--- src/rtl/jk_cmd_sequencer_if.sv ---
// jk_cmd_sequencer_if: command FIFO handshake, playback outputs and flop feedback
// for one JK sequencer; master is the command source, slave is the sequencer.
interface jk_cmd_sequencer_if #(parameter int DEPTH = 8, parameter int REP_W = 4);
    logic                     CMD_VALID;
    logic                     CMD_READY;
    logic [1:0]               CMD_OP;
    logic [REP_W-1:0]         CMD_REP;
    logic                     START;
    logic                     J;
    logic                     K;
    logic                     Q_FB;
    logic                     BUSY;
    logic                     DONE;
    logic                     ERR;
    logic                     EXP_Q;
    logic [$clog2(DEPTH):0]   COUNT;
    modport master (output CMD_VALID, CMD_OP, CMD_REP, START, Q_FB,
                    input  CMD_READY, J, K, BUSY, DONE, ERR, EXP_Q, COUNT);
    modport slave  (input  CMD_VALID, CMD_OP, CMD_REP, START, Q_FB,
                    output CMD_READY, J, K, BUSY, DONE, ERR, EXP_Q, COUNT);
endinterface

--- src/rtl/jk_cmd_sequencer.sv ---
// jk_cmd_sequencer: queues JK commands and plays them onto one JK flop, one per clock.
// Define JK_SEQ_CHECK_EN to build the expected-Q model and sticky ERR compare.
module jk_cmd_sequencer #(
    parameter int DEPTH = 8,
    parameter int REP_W = 4
) (
    input logic              CLK,
    input logic              RST,
    jk_cmd_sequencer_if.slave bus
);
    localparam int AW = $clog2(DEPTH);
    typedef enum logic [1:0] {IDLE, RUN, FIN} state_t;
    state_t              state_q, state_d;
    logic [REP_W+1:0]    mem_q [DEPTH];
    logic [AW-1:0]       wr_q, wr_d, rd_q, rd_d;
    logic [AW:0]         count_q, count_d;
    logic [REP_W-1:0]    rep_q, rep_d;
    logic                j_q, j_d, k_q, k_d, busy_q, busy_d, done_q, done_d;
    logic                full, empty, push, load;
    logic [REP_W+1:0]    head;
    assign full  = count_q == (AW+1)'(DEPTH);
    assign empty = count_q == '0;
    assign push  = bus.CMD_VALID && !full;
    assign head  = mem_q[rd_q];
    // a load pops the head: on an accepted START, or back-to-back when the current op expires
    always_comb begin
        load     = !empty && (state_q == IDLE ? bus.START : state_q == RUN && rep_q == '0);
        state_d  = load ? RUN : state_q == RUN ? (rep_q != '0 ? RUN : FIN) : IDLE;
        {j_d, k_d} = load ? head[REP_W +: 2] : state_d == RUN ? {j_q, k_q} : 2'b00;
        rep_d    = load ? head[REP_W-1:0] : state_q == RUN ? rep_q - REP_W'(1) : rep_q;
        busy_d   = state_d == RUN;
        done_d   = state_d == FIN;
        wr_d     = wr_q + AW'(push);
        rd_d     = rd_q + AW'(load);
        count_d  = count_q + (AW+1)'(push) - (AW+1)'(load);
    end
    always_ff @(posedge CLK) begin
        if (RST) begin
            state_q <= IDLE;
            wr_q    <= '0;
            rd_q    <= '0;
            count_q <= '0;
            rep_q   <= '0;
            j_q     <= 1'b0;
            k_q     <= 1'b0;
            busy_q  <= 1'b0;
            done_q  <= 1'b0;
        end else begin
            state_q <= state_d;
            wr_q    <= wr_d;
            rd_q    <= rd_d;
            count_q <= count_d;
            rep_q   <= rep_d;
            j_q     <= j_d;
            k_q     <= k_d;
            busy_q  <= busy_d;
            done_q  <= done_d;
        end
    end
    always_ff @(posedge CLK) begin
        if (push) mem_q[wr_q] <= {bus.CMD_OP, bus.CMD_REP};
    end
    assign bus.CMD_READY = !full;
    assign bus.J         = j_q;
    assign bus.K         = k_q;
    assign bus.BUSY      = busy_q;
    assign bus.DONE      = done_q;
    assign bus.COUNT     = count_q;
`ifdef JK_SEQ_CHECK_EN
    logic exp_q, exp_d, err_q, err_d;
    // in IDLE the flop sees J=K=0, so tracking Q_FB keeps the model aligned with the unreset flop
    always_comb begin
        exp_d = state_q == IDLE ? bus.Q_FB : (j_q & !exp_q) | (!k_q & exp_q);
        err_d = (state_q == IDLE && load) ? 1'b0 : err_q | (state_q != IDLE && exp_q != bus.Q_FB);
    end
    always_ff @(posedge CLK) begin
        if (RST) begin
            exp_q <= 1'b0;
            err_q <= 1'b0;
        end else begin
            exp_q <= exp_d;
            err_q <= err_d;
        end
    end
    assign bus.EXP_Q = exp_q;
    assign bus.ERR   = err_q;
`else
    assign bus.EXP_Q = 1'b0;
    assign bus.ERR   = 1'b0;
`endif
endmodule

--- src/flat_wrapper.sv ---
// flat-port wrapper written by rule: the top's interface ports become plain ports
module jk_cmd_sequencer_flat 
#(
    parameter int DEPTH = 8,
    parameter int REP_W = 4
)
  (CLK, RST, bus_CMD_VALID, bus_CMD_OP, bus_CMD_REP, bus_START, bus_Q_FB, bus_CMD_READY, bus_J, bus_K, bus_BUSY, bus_DONE, bus_ERR, bus_EXP_Q, bus_COUNT);
  jk_cmd_sequencer_if #(.DEPTH(DEPTH), .REP_W(REP_W)) bus_i ();
  input logic CLK;
  input logic RST;
  input wire logic [$bits(bus_i.CMD_VALID)-1:0] bus_CMD_VALID;
  input wire logic [$bits(bus_i.CMD_OP)-1:0] bus_CMD_OP;
  input wire logic [$bits(bus_i.CMD_REP)-1:0] bus_CMD_REP;
  input wire logic [$bits(bus_i.START)-1:0] bus_START;
  input wire logic [$bits(bus_i.Q_FB)-1:0] bus_Q_FB;
  output wire logic [$bits(bus_i.CMD_READY)-1:0] bus_CMD_READY;
  output wire logic [$bits(bus_i.J)-1:0] bus_J;
  output wire logic [$bits(bus_i.K)-1:0] bus_K;
  output wire logic [$bits(bus_i.BUSY)-1:0] bus_BUSY;
  output wire logic [$bits(bus_i.DONE)-1:0] bus_DONE;
  output wire logic [$bits(bus_i.ERR)-1:0] bus_ERR;
  output wire logic [$bits(bus_i.EXP_Q)-1:0] bus_EXP_Q;
  output wire logic [$bits(bus_i.COUNT)-1:0] bus_COUNT;
  assign bus_i.CMD_VALID = bus_CMD_VALID;
  assign bus_i.CMD_OP = bus_CMD_OP;
  assign bus_i.CMD_REP = bus_CMD_REP;
  assign bus_i.START = bus_START;
  assign bus_i.Q_FB = bus_Q_FB;
  assign bus_CMD_READY = bus_i.CMD_READY;
  assign bus_J = bus_i.J;
  assign bus_K = bus_i.K;
  assign bus_BUSY = bus_i.BUSY;
  assign bus_DONE = bus_i.DONE;
  assign bus_ERR = bus_i.ERR;
  assign bus_EXP_Q = bus_i.EXP_Q;
  assign bus_COUNT = bus_i.COUNT;
  jk_cmd_sequencer #(.DEPTH(DEPTH), .REP_W(REP_W)) u_core (.CLK(CLK), .RST(RST), .bus(bus_i));
endmodule
--- config.mk ---
export PLATFORM = sky130hd
export DESIGN_NAME = jk_cmd_sequencer_flat
export DESIGN_NICKNAME = d
export VERILOG_FILES = /design/src/rtl/jk_cmd_sequencer_if.sv /design/src/rtl/jk_cmd_sequencer.sv /design/src/flat_wrapper.sv
export SDC_FILE = /design/constraint.sdc
export NUM_CORES = 1
export LEC_CHECK = 0
export BUFFER_PORTS_ARGS = -buffer_cell sky130_fd_sc_hd__buf_2
export CAP_MARGIN = 30
export CORE_AREA = 4 4 112 114
export CTS_CLUSTER_SIZE = 10
export DETAILED_ROUTE_END_ITERATION = 10
export DIE_AREA = 0 0 116 118
export GPL_TIMING_DRIVEN = 1
export PLACE_DENSITY = 0.38
export SLEW_MARGIN = 20
export SYNTH_ARGS = -nofsm -noshare
export SYNTH_HDL_FRONTEND = slang
export SYNTH_SLANG_ARGS = --single-unit
--- constraint.sdc ---
create_clock -name CLK -period 4.25 [get_ports CLK]
set_input_delay 0.425 -clock CLK [delete_from_list [all_inputs] [get_ports CLK]]
set_output_delay 0.425 -clock CLK [all_outputs]
set_load 0.03 [all_outputs]
==> results of run 1 <==
==> power breakdown <==
group	internal (mW)	switching (mW)	total (mW)	leakage [nW]
Combinational	0.286	0.327	0.612	0.446
Clock	0.457	0.282	0.739	0.140
Sequential	0.795	0.0728	0.868	0.600
Total	1.54	0.681	2.22	1.19
==> cells in the mapped netlist (3+ instances only) <==
cell / number
nor4_1: 3
nand2b_1: 4
buf_4: 3
mux2i_1: 4
inv_1: 10
dfxtp_1: 20
nor2b_1: 5
nor3_1: 4
ha_1: 11
edfxtp_1: 48
nand2_1: 5
xnor2_1: 6
clkbuf_1: 4
nor2_1: 16
mux4_2: 12
a21oi_1: 3
==> sequential cells by signal, summed over array words and instances, names as in the netlist <==
| name | flops |
|---|---|
| u_core.rep_q | 4 |
| u_core.wr_q | 3 |
| u_core.bus.BUSY | 1 |
| u_core.bus.K | 1 |
| u_core.bus.J | 1 |
| u_core.bus.COUNT | 4 |
| u_core.mem_q | 48 |
| u_core.rd_q | 3 |
| u_core.state_q | 2 |
| u_core.bus.DONE | 1 |
==> area by class of cell <==
type | count | area, um2
clock buffer | 9 | 225.2
clock inverter | 7 | 75.07
fill | 1170 | 8035
inverter | 10 | 37.54
multi-input combinational | 96 | 897.1
sequential | 68 | 1842
tap | 143 | 178.9
timing repair buffer | 22 | 127.6
==> metal layers <==
layer | share of wire, % | vias up | track usage [%] | routed length (um)
li1 | - | 713 | - | -
met1 | 44 | 691 | 10.71 | 2396
met2 | 49 | 33 | 13.74 | 2635
met3 | 5.4 | 7 | 3.650 | 290
met4 | 1.6 | 0 | 3.263 | 85
met5 | 0 | - | 0 | 0
==> kinds of logic (layout without fill, tap and decap cells) <==
| logic type | Yosys count | in the layout | share of synthesized area, % |
|---|---|---|---|
| and+or+nand+nor | 42 | 42 | 7.529 |
| other | 1 | 2 | 0.1327 |
| AOI/OAI and AO/OA | 14 | 14 | 4.119 |
| buffers and inverters | 19 | 48 | 3.188 |
| DFF | 68 | 68 | 65.19 |
| xor gates and xnor gates | 8 | 8 | 2.480 |
| adders and majority gates | 12 | 12 | 5.580 |
| muxes | 18 | 18 | 11.78 |
==> metrics by stage <==
step	cells	hold slack [ps]	setup WS, ps
2_1_floorplan	183	510.8	1555
3_3_place_gp	338	522.3	1462
3_5_place_dp	338	530.2	1435
4_1_cts	354	357.8	1431
5_1_grt	355	365.8	1237
6_report	355	360.0	1479
==> path summary, 6_finish.rpt <==
check | endpoint | cells after the start
worst min-delay path | u_core.mem_q[7][3] | 1
worst min register to register | u_core.bus.J | 2
worst max-delay path | u_core.bus.COUNT[2] | 12
worst max register to register | u_core.bus.COUNT[2] | 12
==> worst max-delay path: cells and delay by family, from the launching register on <==
family	cells	cell delay, ps
adder cells (fa/ha/maj)	4	930
AND/OR/NAND/NOR	2	470
buffers and inverters	4	440
AO/OA/AOI/OAI	1	340
flip-flops	1	330
XOR/XNOR	1	150
==> impl_metrics.py, run 1 <==
metrics = {
    "run_status": {
        "status": "finished clean",
    },
    "timing": {
        "hold_viol_final": 0,
        "clock-skew-final_ps": 5.660,
        "fin_crit_ps": 2771,
        "max_freq_mhz": 360.8,
        "rsz0062_at_grt": "false",
        "drv_slew": 0,
        "slew_headroom_pct": 51.22,
        "tightest_slew_ps": 729.1,
        "timing.setup.tns_ps": 0,
        "setup_viol": 0,
        "timing.final.crit_share_pct": 65.21,
    },
    "cts": {
        "h-tree-depth": 3,
        "max-clock-path-buffers": 2,
        "cts_setup_buffers": 0,
        "cts_tree": "built",
        "numCtsBuffers": 9,
        "cts_root_buffer": "clkbuf_16",
        "cts_hold_buf": 0,
        "clock_latency_ps": 330,
        "cts.clk_slew.worst_paths_ps": 60,
        "cts_resized": 0,
        "cts_sinks": 68,
    },
    "drt": {
        "via_per_inst": 4.068,
        "drc": 0,
        "drt-initial-drc-count": 96,
        "vias": 1444,
        "wl_per_cell_um": 15.23,
        "drt.antenna.violating_nets": 0,
        "totalWireLength_um": 5408,
        "first_pass_iters": 4,
    },
    "global_route": {
        "grt_pass1_vias": 1559,
        "grt_start_max_net_pins": 19,
        "grt_overflow": 0,
        "grt_usage_pct": 8.772,
        "antenna_found_initial": 0,
        "grt_first_pass_wirelength_um": 8638,
    },
    "final_layout": {
        "final_cell_mix": "edfxtp_1 (48), dfxtp_1 (20), buf_2 (18), nor2_1 (16), mux4_2 (12)",
        "drive_gt1_share_pct": 25.47,
        "final_common_cell": "edfxtp_1",
        "fin_util_pct": 29.63,
        "area_delta_synth_final_pct": 19.75,
        "final_cell_area_um2": 3383,
        "num_antenna_cells": 0,
        "fin_nets": 230,
    },
    "yosys": {
        "synth_area_leader_cell": "edfxtp_1",
        "synth_edf_count": 48,
        "synth_top_area_share_pct": 51.02,
        "synth_cell_type_count": 35,
        "synthTopCellsByArea": "edfxtp_1 (51%), dfxtp_1 (14%), mux4_2 (9.6%), ha_1 (4.9%), nor2_1 (2.1%)",
        "ys_seq_area_share_pct": 65.19,
        "synth_flop_cell": "edfxtp_1",
        "synthesis.area_um2": 2825,
        "ys_ff_latch": 68,
        "avgSynthCellArea_um2": 15.52,
        "syn_inst": 182,
        "synth_warnings": 0,
        "synth-async-reset-ratio_pct": 0,
    },
    "setup_path": {
        "required_ps": 4460,
        "worstSetupStartpoint": "u_core.rep_q[0]",
        "crit_type": "reg2reg",
        "cp-end-kind": "flip-flop",
        "crit_path_cell_trace": "inv_1, ha_1, or3b_4, a2111oi_4, buf_4, ha_1, inv_1, ha_1, inv_1, fa_1, xor2_1, nor2_1",
        "critPathLaunchType": "flip-flop",
        "cp.arrival_ps": 2980,
        "worstPathMaxFanout": 13,
        "rr_startpoint": "u_core.rep_q[0]",
        "ff2ff_setup_slack_ps": 1480,
        "critPathMaxStageDelay_ps": 420,
        "crit_slowest_cell": "or3b_4",
    },
    "placement": {
        "dpl.hpwl_um": 3586,
        "dpl_cell_area_um2": 3068,
        "io_buffers": 18,
        "gp_congestion": 0.6386,
    },
    "power": {
        "p_per_area_nw_per_um2": 655.8,
        "ir_drop_mv": 0.2751,
        "p_total_mw": 2.219,
        "power.leakage_nw": 1.187,
    },
    "min_path": {
        "hold_path_class": "in2reg",
        "hp-start": "bus_CMD_REP[3]",
    },
    "die": {
        "core_um2": 11420,
        "fp.dieH_um": 118,
        "ios": 22,
        "die_area_um2": 13690,
        "core.rowCount": 39,
        "start_util_pct": 24.74,
        "die_w_um": 116,
    },
    "flow_run": {
        "drv_cap": 0,
    },
}
Note: power is estimated with default switching activity, not from simulation.
==> run 2: changes to the inputs <==
Clock period 4.25 ns to 2.83 ns, I/O delays scaled along.
==> impl_metrics.py, run 2 (synthesis gave the netlist of run 1 again) <==
metrics = {
    "setup_path": {
        "cp-end-kind": "flip-flop",
        "critical_path_buf_inv_count": 3,
        "crit_slowest_cell": "or3b_4",
        "cp.arrival_ps": 2770,
        "crit_path_cell_trace": "inv_1, ha_1, or3b_4, a2111oi_4, ha_1, inv_1, ha_1, inv_1, fa_1, xor2_1, nor2_1",
        "required_ps": 3040,
        "worstPathMaxFanout": 5,
        "critPathMaxStageDelay_ps": 410,
        "critPathLaunchType": "flip-flop",
        "path_delay_family": "adder cells",
        "crit_type": "reg2reg",
    },
    "timing": {
        "timing.setup.tns_ps": 0,
        "rsz0062_at_grt": "false",
        "clock-skew-final_ps": 5.858,
        "slew_headroom_pct": 55.81,
        "hold_viol_final": 0,
        "drv_slew": 0,
        "tightest_slew_ps": 661.9,
        "timing.final.crit_share_pct": 90.66,
        "setup_viol": 0,
        "max_freq_mhz": 389.7,
        "fin_crit_ps": 2566,
    },
    "final_layout": {
        "final_cell_mix": "edfxtp_1 (48), dfxtp_1 (20), buf_2 (18), nor2_1 (16)",
        "regArea_um2": 1842,
        "num_antenna_cells": 0,
        "regMostFlops": "u_core.mem_q",
        "drive_gt1_share_pct": 27.27,
        "stdcell_count": 363,
        "fillCellCount": 1187,
        "multiInputGateArea_um2": 897.1,
        "area_delta_synth_final_pct": 21.30,
        "final_common_cell": "edfxtp_1",
        "fin_nets": 238,
        "largest_register_ffs": 48,
    },
    "drt": {
        "first_pass_iters": 4,
        "via_per_inst": 4.223,
        "totalWireLength_um": 5656,
        "drt.antenna.violating_nets": 0,
        "drt-initial-drc-count": 76,
        "vias": 1533,
        "drc": 0,
        "wl_per_cell_um": 15.58,
    },
    "global_route": {
        "grt_pass1_vias": 1553,
        "grt_start_max_net_pins": 19,
        "antenna_found_initial": 0,
        "grt_overflow": 0,
        "grt_first_pass_wirelength_um": 8928,
        "grt_usage_pct": 9.203,
    },
    "die": {
        "ios": 22,
        "core.rowCount": 39,
        "start_util_pct": 24.74,
        "core_um2": 11420,
        "die_w_um": 116,
        "fp.dieH_um": 118,
        "die_area_um2": 13690,
    },
    "run_status": {
        "status": "finished clean",
    },
    "cts": {
        "numCtsBuffers": 9,
        "max-clock-path-buffers": 2,
        "cts.clk_slew.worst_paths_ps": 60,
        "h-tree-depth": 3,
        "cts_hold_buf": 0,
        "clock_latency_ps": 330,
        "cts_root_buffer": "clkbuf_16",
        "cts_sinks": 68,
        "cts_resized": 0,
        "cts_setup_buffers": 0,
        "cts_tree": "built",
    },
    "placement": {
        "gp_congestion": 0.6478,
        "dpl.cell_count": 347,
        "dpl.hpwl_um": 3700,
        "io_buffers": 18,
    },
    "power": {
        "power.leakage_nw": 1.227,
        "ir_drop_mv": 0.3369,
        "p_per_area_nw_per_um2": 967.3,
        "p_total_mw": 3.315,
    },
    "flow_run": {
        "drv_cap": 0,
    },
    "min_path": {
        "hold_path_class": "in2reg",
    },
}
-- run 2: routing by layer --
metal | vias up | share of wire [%] | global-route usage, %
met4 | 0 | 2.1 | 4.133
met2 | 28 | 48 | 13.96
met3 | 9 | 4.6 | 3.805
met5 | - | 0 | 0
met1 | 762 | 45 | 11.35
li1 | 734 | - | -
-- run 2: worst reg2reg max path: cells and delay by family, from the launching register on --
| kind | cells | cell delay (ps) |
|---|---|---|
| AND/OR/NAND/NOR | 2 | 460 |
| buffers and inverters | 3 | 210 |
| XOR/XNOR | 1 | 160 |
| AO/OA/AOI/OAI | 1 | 340 |
| adder cells (fa/ha/maj) | 4 | 970 |
| flip-flops | 1 | 330 |
-- run 2: final cells by class --
class                   instances  area share (%)
flip-flops and latches         68           53.74
repair buffers                 30           5.257
clock buffers                   9           6.572
clock inverters                 7           1.935
multi-input cells              96           26.18
inverters                      10           1.095
well taps                     143           5.221
-- run 2: final timing paths --
path                                      start  slack, ps                   to  depth (start not counted)
worst min-delay path             bus_CMD_REP[0]        230   u_core.mem_q[3][0]                          1
worst max-delay path            u_core.rep_q[0]        260  u_core.bus.COUNT[2]                         11
worst max register to register  u_core.rep_q[0]        260  u_core.bus.COUNT[2]                         11
worst min register to register     u_core.bus.J        530         u_core.bus.J                          2
-- run 2: per-stage QoR --
step,utilization (%),area (um2),hold slack [ps],worst slack [ps]
4_1_cts,30.01,3427,211.0,206.5
6_report,30.01,3427,233.7,264.2
2_1_floorplan,-,2829,381.9,135.3
3_5_place_dp,27.46,3136,527.9,204.7
5_1_grt,30.01,3427,224.0,33.90
3_3_place_gp,27.46,3136,522.8,229.7
-- run 2: power by group --
group | switching [mW] | leakage [nW] | internal (mW)
logic | 0.497 | 0.488 | 0.434
clock network | 0.413 | 0.139 | 0.676
registers | 0.101 | 0.600 | 1.19
total | 1.01 | 1.23 | 2.30
